$ cat src/rtl/cms_axis_downsizer_pkg.sv
// Shared CMS widths and the downsizer state encoding.
// The AXI and DMA widths feed the downsizer's parameter defaults.
package cms_axis_downsizer_pkg;

    localparam int AXI_DATA_WIDTH = 1024;
    localparam int DMA_DATA_WIDTH = 64;

    typedef enum logic {
        EMPTY = 1'b0,
        SEND  = 1'b1
    } state_t;

endpackage

$ cat src/rtl/cms_axis_downsizer.sv
// Splits one wide AXI-Stream word into RATIO narrow beats, LSB slice first,
// accepting the next word on the final beat so back-to-back words have no bubble.
module cms_axis_downsizer
    import cms_axis_downsizer_pkg::*;
#(
    parameter int IN_WIDTH  = AXI_DATA_WIDTH,
    parameter int OUT_WIDTH = DMA_DATA_WIDTH
) (
    input  logic                 clk,
    input  logic                 rst,
    input  logic [IN_WIDTH-1:0]  S_AXIS_tdata,
    input  logic                 S_AXIS_tvalid,
    output logic                 S_AXIS_tready,
    input  logic                 S_AXIS_tlast,
    output logic [OUT_WIDTH-1:0] M_AXIS_tdata,
    output logic                 M_AXIS_tvalid,
    input  logic                 M_AXIS_tready,
    output logic                 M_AXIS_tlast,
    output logic [31:0]          words_forwarded
);

    localparam int RATIO = IN_WIDTH / OUT_WIDTH;
    localparam int IDX_W = (RATIO > 1) ? $clog2(RATIO) : 1;
    localparam logic [IDX_W-1:0] LAST_IDX = IDX_W'(RATIO - 1);

    if ((IN_WIDTH % OUT_WIDTH) != 0 || RATIO < 2) begin : g_bad_ratio
        $error("cms_axis_downsizer: IN_WIDTH must be a multiple of OUT_WIDTH with ratio >= 2");
    end

    state_t               r_state;
    state_t               w_stateNext;
    logic [IDX_W-1:0]     r_idx;
    logic [IDX_W-1:0]     w_idxNext;
    logic [IN_WIDTH-1:0]  r_held;
    logic                 r_heldLast;
    logic [31:0]          r_wordsFwd;

    logic                 w_lastBeat;
    logic                 w_inFire;
    logic                 w_outFire;
    logic                 w_wordDone;

    assign w_lastBeat = (r_idx == LAST_IDX);
    assign w_outFire  = (r_state == SEND) && M_AXIS_tready;
    assign w_wordDone = w_outFire && w_lastBeat;

    // Ready is a function of state and downstream ready only, never of S_AXIS_tvalid.
    assign S_AXIS_tready = (r_state == EMPTY) || (w_lastBeat && M_AXIS_tready);
    assign w_inFire      = S_AXIS_tvalid && S_AXIS_tready;

    always_comb begin
        w_stateNext = r_state;
        w_idxNext   = r_idx;
        case (r_state)
            EMPTY: begin
                if (w_inFire) begin
                    w_stateNext = SEND;
                    w_idxNext   = '0;
                end
            end
            SEND: begin
                if (w_outFire) begin
                    if (w_lastBeat) begin
                        w_stateNext = w_inFire ? SEND : EMPTY;
                        w_idxNext   = '0;
                    end else begin
                        w_idxNext = r_idx + 1'b1;
                    end
                end
            end
            default: begin
                w_stateNext = EMPTY;
                w_idxNext   = '0;
            end
        endcase
    end

    always_ff @(posedge clk) begin
        if (rst) begin
            r_state    <= EMPTY;
            r_idx      <= '0;
            r_heldLast <= 1'b0;
            r_wordsFwd <= '0;
        end else begin
            r_state <= w_stateNext;
            r_idx   <= w_idxNext;
            if (w_inFire) begin
                r_heldLast <= S_AXIS_tlast;
            end
            if (w_wordDone) begin
                r_wordsFwd <= r_wordsFwd + 32'd1;
            end
        end
    end

    // Holding data is never cleared; it is only visible while a word is held.
    always_ff @(posedge clk) begin
        if (w_inFire) begin
            r_held <= S_AXIS_tdata;
        end
    end

    assign M_AXIS_tvalid   = (r_state == SEND);
    assign M_AXIS_tdata    = r_held[r_idx*OUT_WIDTH +: OUT_WIDTH];
    assign M_AXIS_tlast    = (r_state == SEND) && r_heldLast && w_lastBeat;
    assign words_forwarded = r_wordsFwd;

endmodule

$ cat config.mk
export PLATFORM = sky130hd
export DESIGN_NAME = cms_axis_downsizer
export DESIGN_NICKNAME = d
export VERILOG_FILES = /design/src/rtl/cms_axis_downsizer_pkg.sv /design/src/rtl/cms_axis_downsizer.sv
export SDC_FILE = /design/constraint.sdc
export NUM_CORES = 1
export LEC_CHECK = 0
export CELL_PAD_IN_SITES_DETAIL_PLACEMENT = 0
export CELL_PAD_IN_SITES_GLOBAL_PLACEMENT = 1
export CORE_AREA = 2 2 442 444
export DETAILED_ROUTE_END_ITERATION = 10
export DIE_AREA = 0 0 444 446
export HOLD_SLACK_MARGIN = 0.08
export PLACE_DENSITY = 0.51
export SYNTH_ARGS = -nofsm -noshare
export SYNTH_HDL_FRONTEND = slang
export SYNTH_SLANG_ARGS = --single-unit
export TNS_END_PERCENT = 30
$ cat constraint.sdc
create_clock -name clk -period 83.1 [get_ports clk]
set_clock_uncertainty 0.2 [all_clocks]
set_input_delay 8.31 -clock clk [delete_from_list [all_inputs] [get_ports clk]]
set_output_delay 8.31 -clock clk [all_outputs]
set_load 0.05 [all_outputs]
=== Word-level counts from Yosys, hierarchy flattened ===
Index checks and enable logic that the tools add are counted.

* Register bits: 1,062
* Latch bits: 0
* Memory bits (writable): 0
* Memory bits (read-only): 0
* Input bits: 1,029
* Output and inout bits: 99
* Logic and storage cells: 28
* Memories kept: 0

* $add $sub $neg: 2
* $mul: 0
* Divide/modulo/power cells: 0
* $lt $le $gt $ge: 0
* Equality and inequality tests: 3
* Shift-type cells: 1
* Muxes and demuxes: 8
* Bitwise operators: 1
* Reduce and logical (&&, ||, !) cells: 8

{| class="wikitable"
|+ Operators by type and width
! operator !! count
|-
| $shiftx A1024 B11 Y64 || 1
|-
| $add A32 B1 Y32 const B || 1
|-
| $mux W4 || 3
|-
| $pmux W4 S2 || 1
|-
| $logic_and A1 B1 Y1 || 6
|-
| $add A4 B1 Y4 const B || 1
|-
| $eq A4 B4 Y1 const B || 1
|-
| $mux W1 || 3
|-
| $ne A2 B1 Y1 const B || 1
|-
| $ne A2 B2 Y1 const B || 1
|-
| $pmux W1 S2 || 1
|-
| $reduce_and A2 Y1 || 1
|-
| $logic_or A1 B1 Y1 || 1
|-
| $not A1 Y1 || 1
|}

=== Longest topological paths before layout ===
* Depth after elaboration: 8
* Gate-level depth with buffers: 7

=== Least setup slack after synthesis ===
Ideal clock, no wire load.

* Kind: input -> register
* Start point: input M_AXIS_tready
* End point: register r_heldLast
* Setup time: 0.201 ns
* Arrival: 86.389 ns
* Required time: 82.699 ns
* Slack: -3.689 ns
* Stages: 5
* Path buffers: 1
* Cell sequence: buf_2 -> nand4_1 -> a21boi_0 -> mux2i_1 -> nor2_1

* Longest elaborated chain between the ends: 3

{| class="wikitable"
|+ RTL lines
! what !! line !! text
|-
| start, declared || cms_axis_downsizer.sv:17 || <nowiki>input logic M_AXIS_tready,</nowiki>
|-
| $logic_and A1 B1 Y1 || cms_axis_downsizer.sv:48 || <nowiki>assign S_AXIS_tready = (r_state == EMPTY) || (w_lastBeat && M_AXIS_tready);</nowiki>
|-
| $logic_or A1 B1 Y1 || cms_axis_downsizer.sv:48 ||
|-
| $logic_and A1 B1 Y1 || cms_axis_downsizer.sv:49 || <nowiki>assign w_inFire = S_AXIS_tvalid && S_AXIS_tready;</nowiki>
|-
| named net w_inFire || cms_axis_downsizer.sv:39 || <nowiki>logic w_inFire;</nowiki>
|-
| end signal, assigned || cms_axis_downsizer.sv:88 || <nowiki>r_heldLast <= S_AXIS_tlast;</nowiki>
|-
| end, declared || cms_axis_downsizer.sv:35 || <nowiki>logic r_heldLast;</nowiki>
|}

The timed path passes the listed nets, and every way through them passes these cells.
A chain may end at the register's enable or synchronous reset.

=== Final worst setup path ===
* Start point: input M_AXIS_tready
* End point: output S_AXIS_tready

* Longest elaborated chain between the ends: 2

{| class="wikitable"
|+ RTL lines
! what !! line !! text
|-
| $logic_and A1 B1 Y1 || cms_axis_downsizer.sv:48 ||
|-
| $logic_or A1 B1 Y1 || cms_axis_downsizer.sv:48 ||
|-
| end, declared || cms_axis_downsizer.sv:13 || <nowiki>output logic S_AXIS_tready,</nowiki>
|}

No other way between the ends.

==> metrics <==
status completed; Async SR Flop Fraction 0%; Slew @ Worst Pin 1270 ps; die width about 440 um; yosys warns 0; Tot GR Track Use 16.1%; Setup WS post-layout 64430 ps; die area 0.198 mm2; largest net degree at the start of global routing roughly 160; crit path launch type primary input; main flop type after synthesis edfxtp_1; vias per inst 4.23; Post-synth top cells 1024 x edfxtp_1, 258 x mux2i_1, 128 x a221oi_1, 128 x mux4_2, 78 x nand2_1; detailed-route via count between 20000 and 25000; vias in the first global route around 26000; DP Wirelength 123000 um; CTS max path bufs 3; share of the synthesized area in the top cell type 75.6%; CTS root buf clkbuf_16; most frequent cell after synthesis edfxtp_1; nature of the critical path endpoint primary output; Hold Vio Cnt, Final 0; Placeable Area 0.194 mm2; Hold/Removal Path Class flop to flop; Fin Hold WS 300 ps; Synth Area in Compound Gates 5.44%; largest family of logic cells by synthesized area multiplexers; Final Cycle Share 22.5%; endpoints failing setup 0; setup bufs post-CTS 0; H-Tree Depth 4; initial core utilization 21.0%; worst-path cell chain clkdlybuf4s50_1 -> nand4_1 -> nand2_1 -> clkdlybuf4s50_1; Yosys top cell by area edfxtp_1; Area growth syn-to-layout 45.7%; critical path arrival 10160 ps; CTS Sinks 1062; fraction of layout cells with a size suffix above 1 between 10% and 20%; synthesized cell area 0.0407 mm2; final RePlAce weighted congestion 0.834; clk_lat worst skew between 700 and 800 ps; CTS tree yes; FF+latch count, synth 1062; number of max-cap violations 0; Synth Instances 2061; DRC Markers 0; Psw 295 uW; Hold-fix buffers, CTS 0; FP Rows 162; initial antenna violation count 58; top post-synthesis cells by area edfxtp_1 76%, mux4_2 7.1%, mux2i_1 6.3%, a221oi_1 2.8%, dfxtp_1 1.9%; Setup WS pre-CTS ~64000 ps; number of synthesized flops with an enable pin 1024; Final Total Pwr 1.31 mW; sequential-to-total area share from yosys stat a little under 80%; power per cell area 22.1 mW/mm2; Synth Area in Simple Gates 2.04%; DRT iter0 DRCs 1718; internal power 1.02 mW; overall routed net length 165000 um; critical path class primary input to primary output; cts bufs inserted approximately 130; RSZ-0062 raised after global routing false; final net count 4276; Crit path largest cell delay a little over 800 ps; sequential power share between 40% and 50%; crit path max fanout 8; first-pass GRT wire length ~220000 um; switch share 22.5%; VDD IR-drop max approximately 0.000018 V; DRT Pass-1 Iters 6; Synth Area in Adders 0.0615%; Reg clk slew, reported paths 60 ps; f_max 0.0536 GHz; Crit-path slowest cell clkdlybuf4s50_1; Syn Area/Cell 19.7 um2; XOR/XNOR share of the synthesized area less than 1%; total congestion overflow 0; antenna viol nets, final 0; post-route setup TNS 0 ps; Netlist cell types 41; worst relative slew slack 13.0%; combinational share of power about 8.5%; Die Y 446 um; IO Pins 1128; clock share of power ~43%; Slew Limit Fails 0; crit-path most repeated cell clkdlybuf4s50_1; fin crit period between 15000 and 20000 ps; WL/cell about 28 um; PortBufs 1127; P_leak 19.0 nW; mux contribution to synthesized area between 10% and 20%; Syn Nets between 3000 and 4000; Req. time, crit path 74590 ps; post-cts sizing count 0
[per-stage QoR]
step / std cells / cell area (um2) / utilization, %
6_report: 5908 / 59300 / 30.6
5_1_grt: 5899 / 59300 / 30.6
4_1_cts: 5884 / 59300 / 30.6
2_1_floorplan: 2061 / 40700 / -
3_3_place_gp: 5653 / 55100 / 28.4
3_5_place_dp: 5653 / 55100 / 28.4
[cells in the final DEF (no fill, tap or decap), types with 7 or more instances in the layout]
master           synthesis  routed
mux4_2                 128     128
a21oi_1                 24      24
diode_2                  0      24
a22oi_1                 64      64
nand2_1                 78      78
clkinv_1                 0      23
clkinv_2                 0      10
bufinv_16                0       7
a221oi_1               128     127
o31ai_1                 11      11
xnor2_1                  9       9
inv_6                    0       7
clkbuf_16                0     139
dfxtp_1                 38      34
edfxtp_1              1024    1024
nor2_1                  18      18
mux2i_1                258     258
clkbuf_1                73      30
buf_4                    0      42
nand3_1                 11      11
or4_1                   14      14
o21ai_0                 72      72
clkdlybuf4s50_1          0    1127
nor4_1                   8       8
[worst max-delay path: cells and delay by family]
| kind | cells | cell delay, ps |
|---|---|---|
| buffers and inverters | 2 | 1440 |
| and+or+nand+nor | 2 | 410 |
[path summary, 6_finish.rpt]
kind	startpoint	endpoint	slack, ps	cells after the start
setup reg to reg	r_idx[2]	r_held[648]	75840	9
hold reg to reg	words_forwarded[9]	words_forwarded[9]	300	2
hold / removal	words_forwarded[9]	words_forwarded[9]	300	2
setup / recovery	M_AXIS_tready	S_AXIS_tready	64430	4
[state kept, by name, indices dropped and copies added, names as in the netlist]
signal,count
M_AXIS_tvalid,1
words_forwarded,32
r_held,1024
r_heldLast,1
r_idx,4
[routing by layer]
layer,wire [um],vias to the layer above,GRT usage [%]
met4,3340,36,4.46
li1,-,11054,-
met1,63300,12791,18.8
met3,11700,225,4.69
met5,232,-,0
met2,86100,886,28.5
[power by group through the flow]
stage | combinational (mW) | clock (mW) | sequential [mW]
detailed placement | 0.112 | 0 | 0.643
finish | 0.111 | 0.568 | 0.632
floorplan | 0.0428 | 0 | 0.696
global placement | 0.111 | 0 | 0.643
CTS | 0.113 | 0.585 | 0.632
global route | 0.118 | 0.604 | 0.634
[logic make-up (layout without fill, tap and decap cells)]
logic type	after synthesis	in the layout
AOI/OAI and AO/OA	305	305
xor gates and xnor gates	9	9
adders and majority gates	2	2
buffers and inverters	128	1409
DFF	1062	1062
muxes	390	390
other	0	24
and+or+nand+nor	165	165
[cell type report]
cell class	instances	area, um2
Sequential cell	1062	31500
Multi-Input combinational cell	871	8680
Clock buffer	173	3650
Timing Repair Buffer	1171	11600
Clock inverter	58	552
Inverter	7	28.8
Tap cell	2542	3180
Fill cell	18995	134000
Antenna cell	24	60.1
(Power assumes the default switching activity.)
